==> config.mk <==
export PLATFORM = sky130hd
export DESIGN_NAME = env_adsr_ramp
export DESIGN_NICKNAME = d
export VERILOG_FILES = /design/src/rtl/env_pkg.sv /design/src/rtl/env_level_acc.sv /design/src/rtl/env_adsr_ramp.sv
export SDC_FILE = /design/constraint.sdc
export NUM_CORES = 1
export LEC_CHECK = 0
export CAP_MARGIN = 20
export CELL_PAD_IN_SITES_DETAIL_PLACEMENT = 0
export CELL_PAD_IN_SITES_GLOBAL_PLACEMENT = 1
export CORE_MARGIN = 2
export CORE_UTILIZATION = 39
export CTS_CLUSTER_DIAMETER = 30
export DETAILED_ROUTE_END_ITERATION = 12
export PLACE_DENSITY_LB_ADDON = 0.05
export SYNTH_ARGS = -nofsm -noshare
export SYNTH_HDL_FRONTEND = slang
export SYNTH_SLANG_ARGS = --single-unit
==> constraint.sdc <==
create_clock -name Sys_clk_i -period 8.25 [get_ports Sys_clk_i]
set_input_delay 1.65 -clock Sys_clk_i [delete_from_list [all_inputs] [get_ports Sys_clk_i]]
set_output_delay 1.65 -clock Sys_clk_i [all_outputs]
set_load 0.01 [all_outputs]
==> src/rtl/env_pkg.sv <==
// rtl/env_pkg.sv - shared types, constants and saturating add for the ADSR envelope
package env_pkg;

  localparam int QW = 32;
  localparam logic [QW-1:0] PEAK = 32'h0001_0000;

  typedef enum logic [2:0] {
    ST_IDLE    = 3'd0,
    ST_ATTACK  = 3'd1,
    ST_DECAY   = 3'd2,
    ST_SUSTAIN = 3'd3,
    ST_RELEASE = 3'd4
  } stage_e;

  typedef enum logic [1:0] {
    PH_ENTER = 2'd0,
    PH_LOAD  = 2'd1,
    PH_RAMP  = 2'd2
  } phase_e;

  // Unsigned level plus signed slope, clamped to 0..PEAK.
  function automatic logic [QW-1:0] sat_add(input logic [QW-1:0] level,
                                            input logic [QW-1:0] slope);
    logic signed [QW+1:0] sum;
    sum = $signed({2'b00, level}) + $signed({{2{slope[QW-1]}}, slope});
    if (sum[QW+1]) return '0;
    else if (sum > $signed({2'b00, PEAK})) return PEAK;
    else return sum[QW-1:0];
  endfunction

endpackage

==> src/rtl/env_level_acc.sv <==
// rtl/env_level_acc.sv - saturating 16Q.16 level accumulator with target-overshoot detect
module env_level_acc
  import env_pkg::*;
(
  input  logic          clk_i,
  input  logic          rst_ni,
  input  logic          ce_i,
  input  logic          step_i,
  input  logic          last_i,
  input  logic          load_i,
  input  logic [QW-1:0] load_val_i,
  input  logic [QW-1:0] target_i,
  input  logic [QW-1:0] slope_i,
  output logic [QW-1:0] level_o,
  output logic          done_o
);

  logic [QW-1:0] level_q, level_d, sum;
  logic          passed;

  always_comb begin
    sum    = sat_add(level_q, slope_i);
    passed = 1'b0;
    if (slope_i[QW-1])        passed = (sum < target_i);
    else if (slope_i != '0)   passed = (sum > target_i);
    done_o  = step_i & (last_i | passed);
    level_d = level_q;
    if (load_i)      level_d = load_val_i;
    else if (step_i) level_d = done_o ? target_i : sum;
  end

  always_ff @(posedge clk_i or negedge rst_ni) begin
    if (!rst_ni)   level_q <= '0;
    else if (ce_i) level_q <= level_d;
  end

  assign level_o = level_q;

endmodule

==> src/rtl/env_adsr_ramp.sv <==
// rtl/env_adsr_ramp.sv - ADSR sequencer: drives Rise/Run to the slope divider, integrates Slope into Level
module env_adsr_ramp
  import env_pkg::*;
#(
  parameter int SLOPE_LAT = 40
) (
  input  logic          Sys_clk_i,
  input  logic          Env_rst_n_i,
  input  logic          Env_ce_i,
  input  logic          Sample_tick_i,
  input  logic          Gate_i,
  input  logic [QW-1:0] Attack_len_i,
  input  logic [QW-1:0] Decay_len_i,
  input  logic [QW-1:0] Release_len_i,
  input  logic [QW-1:0] Sustain_lvl_i,
  output logic [QW-1:0] Rise_o,
  output logic [QW-1:0] Run_o,
  input  logic [QW-1:0] Slope_i,
  output logic [QW-1:0] Level_o,
  output logic [2:0]    Stage_o,
  output logic          Busy_o
);

  localparam int SW = (SLOPE_LAT < 2) ? 1 : $clog2(SLOPE_LAT);
  localparam logic [SW-1:0] SETTLE_END = SW'(SLOPE_LAT - 1);

  stage_e        stage_q, nxt_stage;
  phase_e        phase_q;
  logic          gate_q, gate_qq, busy_q;
  logic [SW-1:0] settle_q;
  logic [QW-1:0] cnt_q, rise_q, run_q;

  logic [QW-1:0] sus_clamped, stage_len, stage_tgt, level_w, acc_val;
  logic          gate_rise, fall_evt, is_ramp, step, acc_load, acc_done;

  assign sus_clamped = (Sustain_lvl_i > PEAK) ? PEAK : Sustain_lvl_i;
  assign gate_rise   = gate_q & ~gate_qq;
  assign fall_evt    = ~gate_q & gate_qq &
                       (stage_q inside {ST_ATTACK, ST_DECAY, ST_SUSTAIN});

  always_comb begin
    stage_len = '0;
    stage_tgt = '0;
    nxt_stage = ST_IDLE;
    is_ramp   = 1'b1;
    case (stage_q)
      ST_ATTACK:  begin stage_len = Attack_len_i;  stage_tgt = PEAK;        nxt_stage = ST_DECAY;   end
      ST_DECAY:   begin stage_len = Decay_len_i;   stage_tgt = sus_clamped; nxt_stage = ST_SUSTAIN; end
      ST_RELEASE: begin stage_len = Release_len_i; stage_tgt = '0;          nxt_stage = ST_IDLE;    end
      ST_SUSTAIN: begin is_ramp = 1'b0; nxt_stage = ST_SUSTAIN; end
      default:    is_ramp = 1'b0;
    endcase
  end

  // Gate events pre-empt the tick so a retrigger never sees a half-applied stage end.
  always_comb begin
    step     = Sample_tick_i & (phase_q == PH_RAMP) & is_ramp & ~gate_rise & ~fall_evt;
    acc_load = 1'b0;
    acc_val  = stage_tgt;
    if (!gate_rise && !fall_evt) begin
      if (phase_q == PH_ENTER && is_ramp && stage_len == '0) begin
        acc_load = 1'b1;
      end else if (stage_q == ST_SUSTAIN && Sample_tick_i) begin
        acc_load = 1'b1;
        acc_val  = sus_clamped;
      end
    end
  end

  env_level_acc u_acc (
    .clk_i      (Sys_clk_i),
    .rst_ni     (Env_rst_n_i),
    .ce_i       (Env_ce_i),
    .step_i     (step),
    .last_i     (cnt_q == 32'd1),
    .load_i     (acc_load),
    .load_val_i (acc_val),
    .target_i   (stage_tgt),
    .slope_i    (Slope_i),
    .level_o    (level_w),
    .done_o     (acc_done)
  );

  always_ff @(posedge Sys_clk_i or negedge Env_rst_n_i) begin
    if (!Env_rst_n_i) begin
      gate_q   <= 1'b0;
      gate_qq  <= 1'b0;
      stage_q  <= ST_IDLE;
      phase_q  <= PH_ENTER;
      busy_q   <= 1'b0;
      settle_q <= '0;
      cnt_q    <= '0;
      rise_q   <= '0;
      run_q    <= 32'd1;
    end else if (Env_ce_i) begin
      gate_q  <= Gate_i;
      gate_qq <= gate_q;
      if (gate_rise) begin
        stage_q <= ST_ATTACK;
        phase_q <= PH_ENTER;
        busy_q  <= 1'b1;
      end else if (fall_evt) begin
        stage_q <= ST_RELEASE;
        phase_q <= PH_ENTER;
        busy_q  <= 1'b1;
      end else begin
        case (phase_q)
          PH_ENTER: begin
            if (is_ramp) begin
              if (stage_len == '0) begin
                stage_q <= nxt_stage;
                busy_q  <= (nxt_stage != ST_IDLE);
              end else begin
                rise_q   <= stage_tgt - level_w;
                run_q    <= stage_len;
                cnt_q    <= stage_len;
                settle_q <= '0;
                phase_q  <= PH_LOAD;
              end
            end
          end
          PH_LOAD: begin
            if (settle_q == SETTLE_END) phase_q  <= PH_RAMP;
            else                        settle_q <= settle_q + 1'b1;
          end
          PH_RAMP: begin
            if (step) cnt_q <= cnt_q - 32'd1;
            if (acc_done) begin
              stage_q <= nxt_stage;
              phase_q <= PH_ENTER;
              busy_q  <= (nxt_stage != ST_IDLE);
            end
          end
          default: phase_q <= PH_ENTER;
        endcase
      end
    end
  end

  assign Rise_o  = rise_q;
  assign Run_o   = run_q;
  assign Level_o = level_w;
  assign Stage_o = stage_q;
  assign Busy_o  = busy_q;

endmodule
==> flow_summary.ini, run 1 <==
[run_status]
run_status = finished, final reports clean

[clock_tree]
cts-resized-gates = 0
clk_pin_slew_worst_paths_ns = 0.07
clkLatencyLatePin_ns = 0.44
postCtsSetupRepairBufs = 0
tritoncts = yes
post_cts_hold_buffer_count = 0
number_of_sinks_handled_by_clock_tree_synthesis = 142
htree_levels = 4
inserted_clock_buffers = 17
cts_max_path_bufs = 2
cts_root_buf = sky130_fd_sc_hd__clkbuf_16

[sta]
clock-skew-final_ns = 0.0118
timing.final.crit_period_ns = 7.73
timing_hold_violations_final = 0
clock.fmax_ghz = 0.129
finalCritPeriodShare = 0.937
slew_margin_rel = 0.304
endpoints_failing_setup = 0
report.final.slew_viol_count = 0
unrepaired_setup_endpoints_after_global_routing = no
worst_slew_pin_slew_ns = 1.04
layout_setup_ws_ns = 0.516

[place]
port_buffers = 264
dpl_worst_slack_ns = -0.195
gp_congestion = 0.937
place.detailed.hpwl_mm = 34.3

[worst_setup_path]
critPathRequiredTime_ns = 8.58
critPathKind = in2reg
critical_path.startpoint = Slope_i[0]
ff2ff_setup_slack_ns = 1.74
worstSetupEndpoint = Busy_o
r2r_start = u_acc.level_o[0]
timing.critical_path.fanout_max = 4
worst_setup_path_start_kind = input pin
cp-end-kind = flop
r2r.worst_path.cells = 25
rr_endpoint = Busy_o
crit_path_arrival_time_ns = 8.06

[grt]
first_global_vias = 11700
grt_max_degree = 89
grt_use_met1 = 0.383
antenna_found_initial = 0
grtUsageMet3 = 0.0449
grt_util_met2 = 0.383
globalRouteTotalUtil = 0.257
grt_busiest_layer = met1
grt_pass1_wl_mm = 66.7
globalRoute.totalOverflow = 0

[pwr]
power_density_cells_mw_per_mm2 = 227
share_comb_of_total_power = 0.481
power_leakage_nw = 6.94
part_of_the_total_power_dissipated_in_sequential_elements = 0.306
pwr-share-clk = 0.212
switchingPower_mw = 1.54
internal_power_mw = 2.17
worst_ir_drop_vdd_v = 0.000162
p_sw_frac = 0.416

[die]
die_area_sq_mm = 0.0334
initial_core_utilization = 0.396
num_io_pins = 265
dieWidth_microns = 183
std_cell_core_area_sq_mm = 0.0315
fp.dieH_microns = 183
std_cell_rows = 65

[synth]
syn-mean-instance-area_sq_um = 8.06
post_synthesis_cell_count = 1545
synth.ff_latch_count = 142
number_of_enable_flip_flop_cells_after_synthesis = 0
yosys.area.top_type_share = 0.283
syn_area_sq_mm = 0.0125
synth.distinct_cells = 82
synth-warning-count = 0
synth_ff_type = sky130_fd_sc_hd__dfrtp_1
synth_seq_area_share = 0.285
synth_largest_area_cell = sky130_fd_sc_hd__dfrtp_1
ys_top_cells_by_area = sky130_fd_sc_hd__dfrtp_1 28%, sky130_fd_sc_hd__ha_1 9.9%, sky130_fd_sc_hd__a21oi_1 7.0%
synthArstFlopShare = 1.00

[detailed_routing]
dr_total_vias = 12700
dr.first_iter.drc_count = 994
dr.pass1.iters = 5
drt-vias-per-instance = 5.65
drt_wl_total_mm = 43.4
ant_nets = 0
post_drt_wl_per_cell_microns = 19.4
post-route-drc-count = 0

[cells_and_area]
final_core_utilization = 0.520
final_layout_size_suffix_gt1_frac = 0.0766
n_antenna_cell = 0
area_growth_syn_to_layout_pct = 31.3
finish.net_count = 2093
final_cell_mix = 263 x sky130_fd_sc_hd__clkdlybuf4s50_1, 174 x sky130_fd_sc_hd__a21oi_1, 153 x sky130_fd_sc_hd__nor2_1
final_common_cell = sky130_fd_sc_hd__clkdlybuf4s50_1

[min_path]
hold_path.class = reg2reg

[job]
cap_viol_max_count = 0
[routing by layer]
metal | up-vias | wire length [microns]
li1 | 6223 | -
met1 | 5985 | 20900
met2 | 420 | 18800
met3 | 31 | 3040
met4 | 0 | 683
met5 | - | 0
[synth_stat cells, drive strengths merged (12+ instances only)]
master / instances
o21ai: 82
nor2b: 12
or3: 13
a221o: 16
nand4: 31
a21oi: 176
nand3: 30
a22o: 18
xnor2: 37
o22ai: 12
o21a: 14
buf: 15
inv: 84
nor2: 153
nand2: 127
nand2b: 15
o211ai: 15
ha: 99
nor3: 33
a21o: 31
nor4: 31
mux2: 38
nand3b: 66
dfrtp: 141
a2111oi: 20
and2: 35
clkbuf: 68
[sequential cells by signal, indices dropped and copies added (netlist names)]
name / cells
Run_o: 32
gate_qq: 1
cnt_q: 32
settle_q: 6
u_acc.level_o: 32
gate_q: 1
Stage_o: 3
phase_q: 2
Rise_o: 32
Busy_o: 1
[layout make-up]
cell class                      count  area [sq um]
Clock inverter                     14           148
Tap cell                          402           503
Sequential cell                   142          3560
Inverter                           84           315
Timing Repair Buffer              304          2950
Fill cell                        3028         15100
Clock buffer                       18           439
Multi-Input combinational cell   1278          8450
[worst max-delay path, stage by stage]
cell and delay [ns]:
sky130_fd_sc_hd__clkdlybuf4s50_1 0.43, sky130_fd_sc_hd__ha_1 0.24, sky130_fd_sc_hd__fa_1 0.42, sky130_fd_sc_hd__a211oi_1 0.28, sky130_fd_sc_hd__nor2_1 0.18, sky130_fd_sc_hd__o211ai_1 0.40
sky130_fd_sc_hd__nand2_1 0.18, sky130_fd_sc_hd__nor4b_1 0.35, sky130_fd_sc_hd__o311ai_1 0.15, sky130_fd_sc_hd__nor4_1 0.25, sky130_fd_sc_hd__and4_1 0.24, sky130_fd_sc_hd__or3b_1 0.35
sky130_fd_sc_hd__o2bb2ai_1 0.15, sky130_fd_sc_hd__ha_1 0.18, sky130_fd_sc_hd__a21o_1 0.17, sky130_fd_sc_hd__a21o_1 0.17, sky130_fd_sc_hd__a211oi_1 0.24, sky130_fd_sc_hd__o211ai_1 0.13
sky130_fd_sc_hd__a221oi_1 0.38, sky130_fd_sc_hd__nand3_1 0.13, sky130_fd_sc_hd__mux2_2 0.26, sky130_fd_sc_hd__o21a_1 0.14, sky130_fd_sc_hd__buf_4 0.12, sky130_fd_sc_hd__o21ai_1 0.08
sky130_fd_sc_hd__a21oi_1 0.38, sky130_fd_sc_hd__mux2_2 0.39
[power groups by stage]
stage | Sequential [mW] | Clock (mW) | Combinational [mW]
finish | 1.14 | 0.788 | 1.79
global route | 1.17 | 0.833 | 1.95
CTS | 1.13 | 0.807 | 1.78
detailed placement | 1.14 | 0 | 1.77
global placement | 1.14 | 0 | 1.76
floorplan | 1.13 | 0 | 1.02
[per-stage QoR]
| stage | area [sq um] | hold WS, ns | std cells | setup TNS (ns) | power (mW) |
|---|---|---|---|---|---|
| after floorplan | 12600 | 0.464 | 1587 | 0 | 2.16 |
| after global placement | 15800 | 0.475 | 2209 | -0.776 | 2.90 |
| after detailed placement | 15800 | 0.478 | 2209 | -2.85 | 2.92 |
| after CTS | 16300 | 0.496 | 2241 | 0 | 3.72 |
| after global routing | 16400 | 0.520 | 2242 | 0 | 3.96 |
| final | 16400 | 0.490 | 2242 | 0 | 3.71 |
[how the worst min path moves through the flow]
stage | from | to | slack, ns | depth (start not counted)
after floorplan | cnt_q[16] | cnt_q[16] | 0.46 | 1
after global placement | Run_o[0] | Run_o[0] | 0.48 | 2
after detailed placement | Rise_o[29] | Rise_o[29] | 0.48 | 1
after CTS | Rise_o[29] | Rise_o[29] | 0.50 | 1
after global routing | Rise_o[29] | Rise_o[29] | 0.52 | 1
final | Rise_o[29] | Rise_o[29] | 0.49 | 1
[cells by family (layout without fill, tap and decap cells)]
family / Yosys count / after routing / share of synthesized area
buf+inv: 167 / 420 / 0.0518
flops: 142 / 142 / 0.285
fa+ha+maj: 101 / 101 / 0.103
other cells: 2 / 44 / 0.000603
simple gates: 572 / 572 / 0.241
compound gates: 472 / 472 / 0.248
xor+xnor: 46 / 46 / 0.0323
mux: 43 / 43 / 0.0384
(Power assumes the default switching activity.)
==> run 2: changes to the inputs <==
--- a/config.mk
+++ b/config.mk
@@ -5,11 +5,12 @@
 export SDC_FILE = /design/constraint.sdc
 export NUM_CORES = 1
 export LEC_CHECK = 0
+export ABC_AREA = 1
 export CAP_MARGIN = 20
 export CELL_PAD_IN_SITES_DETAIL_PLACEMENT = 0
 export CELL_PAD_IN_SITES_GLOBAL_PLACEMENT = 1
 export CORE_MARGIN = 2
-export CORE_UTILIZATION = 39
+export CORE_UTILIZATION = 37
 export CTS_CLUSTER_DIAMETER = 30
 export DETAILED_ROUTE_END_ITERATION = 12
 export PLACE_DENSITY_LB_ADDON = 0.05
==> run 2 against run 1 <==
Against the previous run: final area rose by 5.1%; global-route usage up 1.5 points; clock power down 2%; power up 54%; area after synthesis is 8.0% higher; routed wire length grew 17%; setup slack better by 0.64 ns; hold slack worse by 0.0032 ns; fmax is 9.0% higher; sequential cell count unchanged; critical path type unchanged; highest routed layer unchanged.
==> flow_summary.ini, run 2 <==
[synth]
synth_largest_area_cell = sky130_fd_sc_hd__dfrtp_1
synth.distinct_cells = 55
synth_seq_area_share = 0.264
post_synthesis_cell_count = 2186
ys_top_cells_by_area = sky130_fd_sc_hd__dfrtp_1 26%, sky130_fd_sc_hd__nand2_1 20%, sky130_fd_sc_hd__inv_1 9.5%
syn-mean-instance-area_sq_um = 6.16
synth-warning-count = 0
yosys.area.top_type_share = 0.262
synthMostInstantiatedCell = sky130_fd_sc_hd__nand2_1
synth.ff_latch_count = 142
synthArstFlopShare = 1.00
number_of_enable_flip_flop_cells_after_synthesis = 0
syn_area_sq_mm = 0.0135
synth_ff_type = sky130_fd_sc_hd__dfrtp_1
synth_top_cells_by_count = 710 x sky130_fd_sc_hd__nand2_1, 340 x sky130_fd_sc_hd__inv_1, 241 x sky130_fd_sc_hd__nor2_1

[cells_and_area]
reg_area_sq_mm = 0.00355
final_cell_count_no_fill = 2943
final_common_cell = sky130_fd_sc_hd__nand2_1
finish.net_count = 2735
layout_filler_cell_count = 3805
n_antenna_cell = 0
multiInputGateArea_sq_mm = 0.00847
final_layout_size_suffix_gt1_frac = 0.0314
final_cell_mix = 710 x sky130_fd_sc_hd__nand2_1, 340 x sky130_fd_sc_hd__inv_1, 263 x sky130_fd_sc_hd__clkdlybuf4s50_1
area_growth_syn_to_layout_pct = 27.8
final_core_utilization = 0.482
finalInstanceArea_sq_mm = 0.0172

[sta]
timing_hold_violations_final = 0
unrepaired_setup_endpoints_after_global_routing = no
endpoints_failing_setup = 0
timing.setup.tns_ns = 0
timing.final.crit_period_ns = 7.10
hold_ws_ns = 0.487
report.final.slew_viol_count = 0
clock.fmax_ghz = 0.141
worst_slew_pin_slew_ns = 1.04
slew_margin_rel = 0.303
clock-skew-final_ns = 0.0112
finalCritPeriodShare = 0.860
layout_setup_ws_ns = 1.15

[die]
fp.dieH_microns = 195
num_io_pins = 265
die_area_sq_mm = 0.0379
initial_core_utilization = 0.377
std_cell_rows = 69
std_cell_core_area_sq_mm = 0.0357
dieWidth_microns = 195

[detailed_routing]
post-route-drc-count = 0
drt-vias-per-instance = 5.02
dr.pass1.iters = 7
dr_total_vias = 14800
post_drt_wl_per_cell_microns = 17.3
drt_wl_total_mm = 51.0
dr.first_iter.drc_count = 932
ant_nets = 0

[grt]
grt_max_degree = 83
globalRoute.totalOverflow = 0
first_global_vias = 14700
grt_pass1_wl_mm = 80.8
grt_util_met2 = 0.478
grtUsageMet3 = 0.0510
antenna_found_initial = 0
globalRouteTotalUtil = 0.272
grt_use_met1 = 0.338
grt_busiest_layer = met2

[place]
gp_congestion = 0.907
placement.cell_area_sq_mm = 0.0166
port_buffers = 264
dp.cells = 2910
place.detailed.hpwl_mm = 41.8
dpl_worst_slack_ns = 0.798

[worst_setup_path]
path_buf_inv = 4
r2r_start = u_acc.level_o[0]
critical_path.startpoint = Slope_i[0]
crit_path_frequent_cell = sky130_fd_sc_hd__nand2_1
worst_setup_path_start_kind = input pin
crit_path_arrival_time_ns = 7.39
cp_slowest_cell = sky130_fd_sc_hd__nor2_2
critPathRequiredTime_ns = 8.55
critPathKind = in2reg
cp-end-kind = flop
timing.critical_path.fanout_max = 16
max_stage_delay_on_crit_path_ns = 0.53
timing.critical_path.max_delay_family = simple AND/OR/NAND/NOR gates

[clock_tree]
postCtsSetupRepairBufs = 0
cts_root_buf = sky130_fd_sc_hd__clkbuf_16
inserted_clock_buffers = 17
post_cts_hold_buffer_count = 0
cts-resized-gates = 0
clk_pin_slew_worst_paths_ns = 0.07
htree_levels = 4
clkLatencyLatePin_ns = 0.43
cts_max_path_bufs = 2
tritoncts = yes
number_of_sinks_handled_by_clock_tree_synthesis = 142

[job]
cap_viol_max_count = 0

[pwr]
power_density_cells_mw_per_mm2 = 333
worst_ir_drop_vdd_v = 0.000143
report.power.total_mw = 5.72
power_leakage_nw = 9.03

[run_status]
run_status = finished, final reports clean

[min_path]
min-delay-start = Rise_o[23]
hold_path.class = reg2reg
run 2: cell families (layout without fill, tap and decap cells):
family,count (synthesis),count (layout),share of synthesized area
buf+inv,400,654,0.119
other cells,2,44,0.000558
flops,142,142,0.264
compound gates,320,320,0.130
simple gates,1175,1175,0.362
fa+ha+maj,101,101,0.0950
xor+xnor,45,45,0.0293
mux,1,1,0.000744
run 2: final cells by class:
cell class	count	share of cell area
clock buffer	17	0.0247
clock inverter	15	0.00851
inverter	350	0.0766
tap	461	0.0335
sequential	142	0.207
multi-input combinational	1686	0.493
timing repair buffer	272	0.157
run 2: path summary, 6_finish.rpt:
check                                   end  slack, ns  cells past startpoint
max reg2reg                u_acc.level_o[9]       2.37                     35
min                              Rise_o[23]       0.49                      2
max                        u_acc.level_o[9]       1.15                     36
max in group asynchronous         cnt_q[25]       5.60                      2
min in group asynchronous         Rise_o[0]       1.27                      1
min reg2reg                      Rise_o[23]       0.49                      2
run 2: metal layers:
layer	vias up	routed length [microns]
li1	7489	-
met1	6796	22400
met2	431	24400
met3	50	2940
met4	0	1190
met5	-	0
run 2: power by group:
group | leakage (nW) | total [mW] | switching (mW) | internal, mW
Sequential | 1.82 | 1.30 | 0.303 | 0.998
Combinational | 6.93 | 3.65 | 2.30 | 1.35
Clock | 0.282 | 0.772 | 0.369 | 0.403
run 2: worst reg2reg max path: cells and delay by family (launching register included):
kind / cells / cell delay (ns)
AOI/OAI and AO/OA: 3 / 0.38
adders and majority gates: 3 / 0.95
buffers and inverters: 3 / 0.41
DFF: 1 / 0.45
and+or+nand+nor: 26 / 3.57
